--- src/rtl/vram_pkg.sv ---
// Shared types and defaults for the video RAM arbiter.
// Owner tags follow a read through the RAM pipeline.
package vram_pkg;

    localparam int ADDR_W_DEF   = 15;
    localparam int DATA_W_DEF   = 8;
    localparam int MAX_WAIT_DEF = 4;

    typedef enum logic [1:0] {
        OWN_NONE = 2'd0,
        OWN_VGA  = 2'd1,
        OWN_CPU  = 2'd2
    } own_e;

endpackage

--- src/rtl/vram_arbiter.sv ---
// VGA-priority arbiter for the single-port video RAM.
// The CPU is forced a grant after MAX_WAIT lost edges.
module vram_arbiter
    import vram_pkg::*;
#(
    parameter int ADDR_W   = ADDR_W_DEF,
    parameter int DATA_W   = DATA_W_DEF,
    parameter int MAX_WAIT = MAX_WAIT_DEF
) (
    input  logic              clk,
    input  logic              rst,
    input  logic              vga_req,
    input  logic [ADDR_W-1:0] vga_addr,
    output logic              vga_gnt,
    output logic              vga_rvalid,
    output logic [DATA_W-1:0] vga_rdata,
    output logic              vga_stall,
    input  logic              cpu_req,
    input  logic              cpu_we,
    input  logic [ADDR_W-1:0] cpu_addr,
    input  logic [DATA_W-1:0] cpu_wdata,
    output logic              cpu_gnt,
    output logic              cpu_rvalid,
    output logic [DATA_W-1:0] cpu_rdata,
    output logic              mem_en,
    output logic              mem_we,
    output logic [ADDR_W-1:0] mem_addr,
    output logic [DATA_W-1:0] mem_wdata,
    input  logic [DATA_W-1:0] mem_rdata
);

    localparam int WC_W = $clog2(MAX_WAIT + 1);
    localparam logic [WC_W-1:0] WAIT_MAX = WC_W'(MAX_WAIT);

    logic [WC_W-1:0] wait_cnt;
    own_e            s1_own;
    own_e            s2_own;
    own_e            s1_nxt;
    logic            force_cpu;

    always_comb begin
        force_cpu = (wait_cnt == WAIT_MAX);
        vga_gnt   = rst & vga_req & ~(cpu_req & force_cpu);
        cpu_gnt   = rst & cpu_req & (~vga_req | force_cpu);
    end

    assign vga_stall  = vga_req & ~vga_gnt;
    assign vga_rvalid = (s2_own == OWN_VGA);
    assign cpu_rvalid = (s2_own == OWN_CPU);
    assign vga_rdata  = mem_rdata;
    assign cpu_rdata  = mem_rdata;

    // Writes need no response, so they enter the pipe untagged.
    always_comb begin
        s1_nxt = OWN_NONE;
        unique case (1'b1)
            vga_gnt:             s1_nxt = OWN_VGA;
            (cpu_gnt & ~cpu_we): s1_nxt = OWN_CPU;
            default:             s1_nxt = OWN_NONE;
        endcase
    end

    always_ff @(posedge clk or negedge rst) begin
        if (!rst) begin
            wait_cnt  <= '0;
            mem_en    <= 1'b0;
            mem_we    <= 1'b0;
            mem_addr  <= '0;
            mem_wdata <= '0;
            s1_own    <= OWN_NONE;
            s2_own    <= OWN_NONE;
        end else begin
            if (cpu_req & ~cpu_gnt) begin
                if (!force_cpu) wait_cnt <= wait_cnt + WC_W'(1);
            end else begin
                wait_cnt <= '0;
            end
            mem_en <= vga_gnt | cpu_gnt;
            mem_we <= cpu_gnt & cpu_we;
            if (vga_gnt) begin
                mem_addr <= vga_addr;
            end else if (cpu_gnt) begin
                mem_addr  <= cpu_addr;
                mem_wdata <= cpu_wdata;
            end
            s1_own <= s1_nxt;
            s2_own <= s1_own;
        end
    end

endmodule

--- config.mk ---
export PLATFORM = sky130hd
export DESIGN_NAME = vram_arbiter
export DESIGN_NICKNAME = d
export VERILOG_FILES = /design/src/rtl/vram_pkg.sv /design/src/rtl/vram_arbiter.sv
export SDC_FILE = /design/constraint.sdc
export NUM_CORES = 1
export LEC_CHECK = 0
export CORE_ASPECT_RATIO = 1.5
export CORE_UTILIZATION = 39
export CTS_BUF_LIST = sky130_fd_sc_hd__clkbuf_2
export DETAILED_ROUTE_END_ITERATION = 6
export PLACE_DENSITY = 0.82
export SLEW_MARGIN = 20
export SYNTH_ARGS = -nofsm -noshare
export SYNTH_HDL_FRONTEND = slang
export SYNTH_SLANG_ARGS = --single-unit
--- constraint.sdc ---
create_clock -name clk -period 2.1 [get_ports clk]
set_clock_uncertainty 0.05 [all_clocks]
set_input_delay 0.21 -clock clk [delete_from_list [all_inputs] [get_ports clk]]
set_output_delay 0.21 -clock clk [all_outputs]
set_load 0.01 [all_outputs]
=== Yosys cells after proc, flatten, opt, wreduce, memory -nomap -nowiden ===
Cells that the tools add are included.

* Flip-flop bits (word level): 32
* Output and inout bits: 46
* Logic and storage cells: 35

* $add $sub $neg: 1
* Equality and inequality tests: 4
* Mux-type cells: 5
* Bitwise logic cells: 16
* Reductions and logical operators: 2

{| class="wikitable"
|+ Operators by type and width
! cell !! number
|-
| $mux W15 || 2
|-
| $and A1 B1 Y1 || 9
|-
| $mux W3 || 2
|-
| $not A1 Y1 || 5
|-
| $pmux W2 S2 || 1
|-
| $add A3 B1 Y3 const B || 1
|-
| $eq A3 B3 Y1 const B || 1
|-
| $eq A2 B1 Y1 const B || 1
|-
| $eq A2 B2 Y1 const B || 1
|-
| $ne A2 B2 Y1 const B || 1
|-
| $or A1 B1 Y1 || 2
|-
| $reduce_and A2 Y1 || 1
|-
| $reduce_bool A2 Y1 || 1
|}

=== Depth between registers and ports, before layout ===
Gate-level depths: netlist (run 1).

* Depth in word-level cells: 6
* Mapped depth: 7
* Depth with buffers taken out: 5

=== Worst setup path after synthesis (run 1) ===
Ideal clock, no wire load.

* Path type: register to register
* From: register wait_cnt[0]
* To: register mem_wdata[1]
* Library setup time: 0.125 ns
* Arrival time: 1.415 ns
* Setup slack: 0.509 ns
* Cell stages (with the launch flop): 7
* Path buffers: 1
* Path through: dfrtp_1 > inv_1 > ha_1 > nand2_2 > a21oi_4 > buf_6 > mux2_4

* Elaborated cells between the ends (all ways): 8
* Those cells by class: eq/ne: 1; bitwise: 6; reduce/logical: 1

{| class="wikitable"
|+ RTL lines
! what !! line !! RTL
|-
| start, declared || vram_arbiter.sv:35 || <nowiki>logic [WC_W-1:0] wait_cnt;</nowiki>
|-
| start signal, assigned || vram_arbiter.sv:74 || <nowiki>if (!force_cpu) wait_cnt <= wait_cnt + WC_W'(1);</nowiki>
|-
| $eq A3 B3 Y1 || vram_arbiter.sv:42 || <nowiki>force_cpu = (wait_cnt == WAIT_MAX);</nowiki>
|-
| $or A1 B1 Y1 || vram_arbiter.sv:44 || <nowiki>cpu_gnt = rst & cpu_req & (~vga_req | force_cpu);</nowiki>
|-
| $and A1 B1 Y1 || vram_arbiter.sv:44 ||
|-
| net cpu_gnt || vram_arbiter.sv:22 || <nowiki>output logic cpu_gnt,</nowiki>
|-
| $reduce_and A2 Y1 (no source line) || - ||
|-
| end signal, assigned || vram_arbiter.sv:84 || <nowiki>mem_wdata <= cpu_wdata;</nowiki>
|-
| end, declared || vram_arbiter.sv:28 || <nowiki>output logic [DATA_W-1:0] mem_wdata,</nowiki>
|}

The timed path passes the listed nets, and every way through them passes these cells.
A chain may end at the register's enable or synchronous reset.

=== Worst setup path after layout (run 1) ===
* From: input rst
* To: output vga_stall

* Longest elaborated chain between the ends: 4

{| class="wikitable"
|+ Ends and longest elaborated chain
! what !! line !! RTL
|-
| start, declared || vram_arbiter.sv:11 || <nowiki>input logic rst,</nowiki>
|-
| $and A1 B1 Y1 (2 in series) || vram_arbiter.sv:43 || <nowiki>vga_gnt = rst & vga_req & ~(cpu_req & force_cpu);</nowiki>
|-
| $not A1 Y1 (no source line) || - ||
|-
| $and A1 B1 Y1 || vram_arbiter.sv:47 || <nowiki>assign vga_stall = vga_req & ~vga_gnt;</nowiki>
|-
| end, declared || vram_arbiter.sv:17 || <nowiki>output logic vga_stall,</nowiki>
|}

Every way passes these cells.

==> results.cfg, run 1 <==
[timing]
finalCritPeriodShare_pct = 92.7
setup_viol = 0
maxSlewHeadroom_pct = 73.5
finalHoldViolCount = 0
fmax_ghz = 0.513
worst_pin_slew_ns = 0.397
drv_slew = 0
finalSetupTns_ns = 0
rsz0062_at_grt = false
layout_min_cycle_time_ns = 1.95

[clocking]
cts_tree = yes
cts_root_buf = clkbuf_2
cts_setup_buffers = 0
cts_sinks = 32
htreeDepth = 2
cts_inserted_buffers = 5
cts_buffer_depth = 2
clkLatencyLatePin_ns = 0.35
clk_pin_slew_worst_paths_ns = 0.16

[worst_setup_path]
cp.required_ns = 1.84
critPathLaunchType = primary input
arrival_ns = 1.69
cp_max_fo = 18
crit_path_end_kind = output pin
critPathKind = in2out
r2r_setup_slack_ns = 0.36

[yosys]
syn-num-nets = 212
synth.top_cell.area_share_pct = 48.6
yosys-top-cells-area = dfrtp_1, buf_4, a41oi_1
yosys_warnings = 0
synth_cell_types = 29
synthCells = 159
synth_seq_cells = 32
syn-cell-area_um2 = 1650
avgSynthCellArea_um2 = 10.4
synth_top_cell_by_area = dfrtp_1
yosysSeqAreaShare_pct = 48.6

[route]
routed_via_density = 5.30
top_layer_used = met4
drt_iter0_markers = 12
vias = 1421
wl_um = 4210
first_pass_iters = 4
wire_per_inst_um = 15.7
ant_nets = 0
wl_met1_um = 1580
wl_met2_um = 2340
route.detailed.drc = 0
route.met3.wl_um = 179

[cells_and_area]
drive_above_1_share_pct = 13.9
n_antenna_cell = 0
syn_to_final_growth_pct = 42.8
fin_nets = 275
fin_util_pct = 58.9

[die]
die_area_um2 = 4490
io_pins = 97
die_y_um = 81.6
die_x_um = 55.1
row_count = 28
start_util_pct = 41.2
core_area_um2 = 3990

[global_route]
grt_pass1_vias = 1410
gr-total-overflow = 0
grt_max_degree = 37
track_usage_pct = 21.3
antenna_found_initial = 0
grt_pass1_wl_um = 6680

[power]
power_switching_uw = 435
vdd_drop_max_uv = 436
p_sw_share_pct = 28.9
pwr-share-seq_pct = 49.2
p_int_uw = 1070
pwr-share-clk_pct = 19.2
p_comb_share_pct = 31.7
power_density_nw_per_um2 = 639
p_leak_uw = 0.000982

[placement]
dp_hpwl_um = 3050
port_buffers = 72
gp_congestion = 0.818

[worst_hold_path]
hp-class = in2async

[outcome]
status = finished, final reports clean

[run]
maxCapViolations = 0
-- Yosys cell counts --
cell      number
mux2_2         2
nor2_1        18
a41oi_1       15
clkbuf_1       1
and3_1         2
nand2_1        4
inv_1          2
or3_1          1
inv_2          1
nand2b_1       1
nand3_1        1
o21ai_1        9
o21ai_0        7
o21ai_2        1
and2_1         1
o21bai_1       1
buf_4         20
ha_1           2
nor3_1         1
buf_6          1
nand3_2        1
nand2_2        1
nor2b_1        4
a21oi_1       15
a21oi_4        1
buf_2          5
mux2_4         6
dfrtp_1       32
a21boi_0       3
-- metrics by stage --
| stage | instances | power (uW) | hold WS, ns | worst slack, ns | area (um^2) |
|---|---|---|---|---|---|
| floorplan | 159 | 970 | -0.136 | 0.509 | 1650 |
| detailed placement | 259 | 1230 | 0.0787 | 0.184 | 2300 |
| global route | 268 | 1590 | 0.233 | 0.00603 | 2350 |
| global placement | 259 | 1220 | 0.0757 | 0.194 | 2300 |
| finish | 268 | 1500 | 0.253 | 0.152 | 2350 |
| CTS | 268 | 1520 | 0.218 | 0.132 | 2350 |
-- state kept, by name (all words and copies together), names as in the netlist --
name and flops:
mem_en 1, wait_cnt 3, s1_own 2, s2_own 2, mem_addr 15, mem_wdata 8
mem_we 1
-- placed cells by master, fill, tap and decap left out, drive strengths merged, types with 2 or more instances in the layout --
master and n:
buf 11, a41oi 15, clkdlybuf4s50 68, a21boi 3, nand3 2, dlygate4sd2 3, nor2b 4, a21oi 16
dfrtp 32, clkbuf 6, ha 2, nor2 18, and3 2, inv 3, mux2 8, nand2 5
o21ai 17
-- timing repair --
item,CTS,global route
endpoints found under the setup margin,3,0
hold endpoints to repair,7,0
resized for setup,3,0
hold buffers,1,0
-- final timing paths --
check	start	to	cells after the start
max	rst	vga_stall	6
max in group asynchronous	rst	mem_wdata[7]	3
min	rst	mem_addr[10]	2
min in group clk	s1_own[0]	s2_own[0]	0
max reg2reg	wait_cnt[0]	mem_wdata[7]	7
min reg2reg	s1_own[0]	s2_own[0]	0
-- critical path, cell delays in order --
cell and delay, ns:
dlygate4sd3_1 0.54, buf_2 0.34, nand2_1 0.12, nor2_1 0.14, nor2b_1 0.06, dlygate4sd2_1 0.28
-- power by group through the flow --
stage,clock [uW],sequential [uW],combinational [uW]
floorplan,0,782,189
global route,331,748,516
CTS,303,740,482
detailed placement,0,750,480
finish,288,739,476
global placement,0,749,473
-- cell type report --
cell class / instances / area [um^2]
sequential: 32 / 801
fill: 360 / 1640
timing repair buffer: 83 / 797
clock buffer: 6 / 30.0
multi-input combinational: 97 / 644
clock inverter: 2 / 11.3
tap: 45 / 56.3
inverter: 3 / 11.3
-- cells by family (layout without fill, tap and decap cells) --
kind of cell               count (synthesis)  count (layout)  synth area share [%]
DFF                                       32              32                  48.6
buffers and inverters                     30              94                  12.2
and+or+nand+nor                           35              35                  10.0
muxes                                      8               8                  6.84
adders and majority gates                  2               2                  1.52
AOI/OAI and AO/OA                         52              52                  20.7
-- per-layer routing --
metal  vias up  track usage [%]
li1        679                -
met3        12             4.44
met1       695             23.5
met5         -                0
met2        35             37.1
met4         0             10.8
Power figures use the tool's default switching activity.
==> inputs of run 2 (changes only) <==
--- a/config.mk
+++ b/config.mk
@@ -10,7 +10,7 @@
 export CTS_BUF_LIST = sky130_fd_sc_hd__clkbuf_2
 export DETAILED_ROUTE_END_ITERATION = 6
 export PLACE_DENSITY = 0.82
-export SLEW_MARGIN = 20
+export SLEW_MARGIN = 40
 export SYNTH_ARGS = -nofsm -noshare
 export SYNTH_HDL_FRONTEND = slang
 export SYNTH_SLANG_ARGS = --single-unit
==> results of run 2 <==
Same layout as run 1: the final DEF is identical, and so are final timing and power.
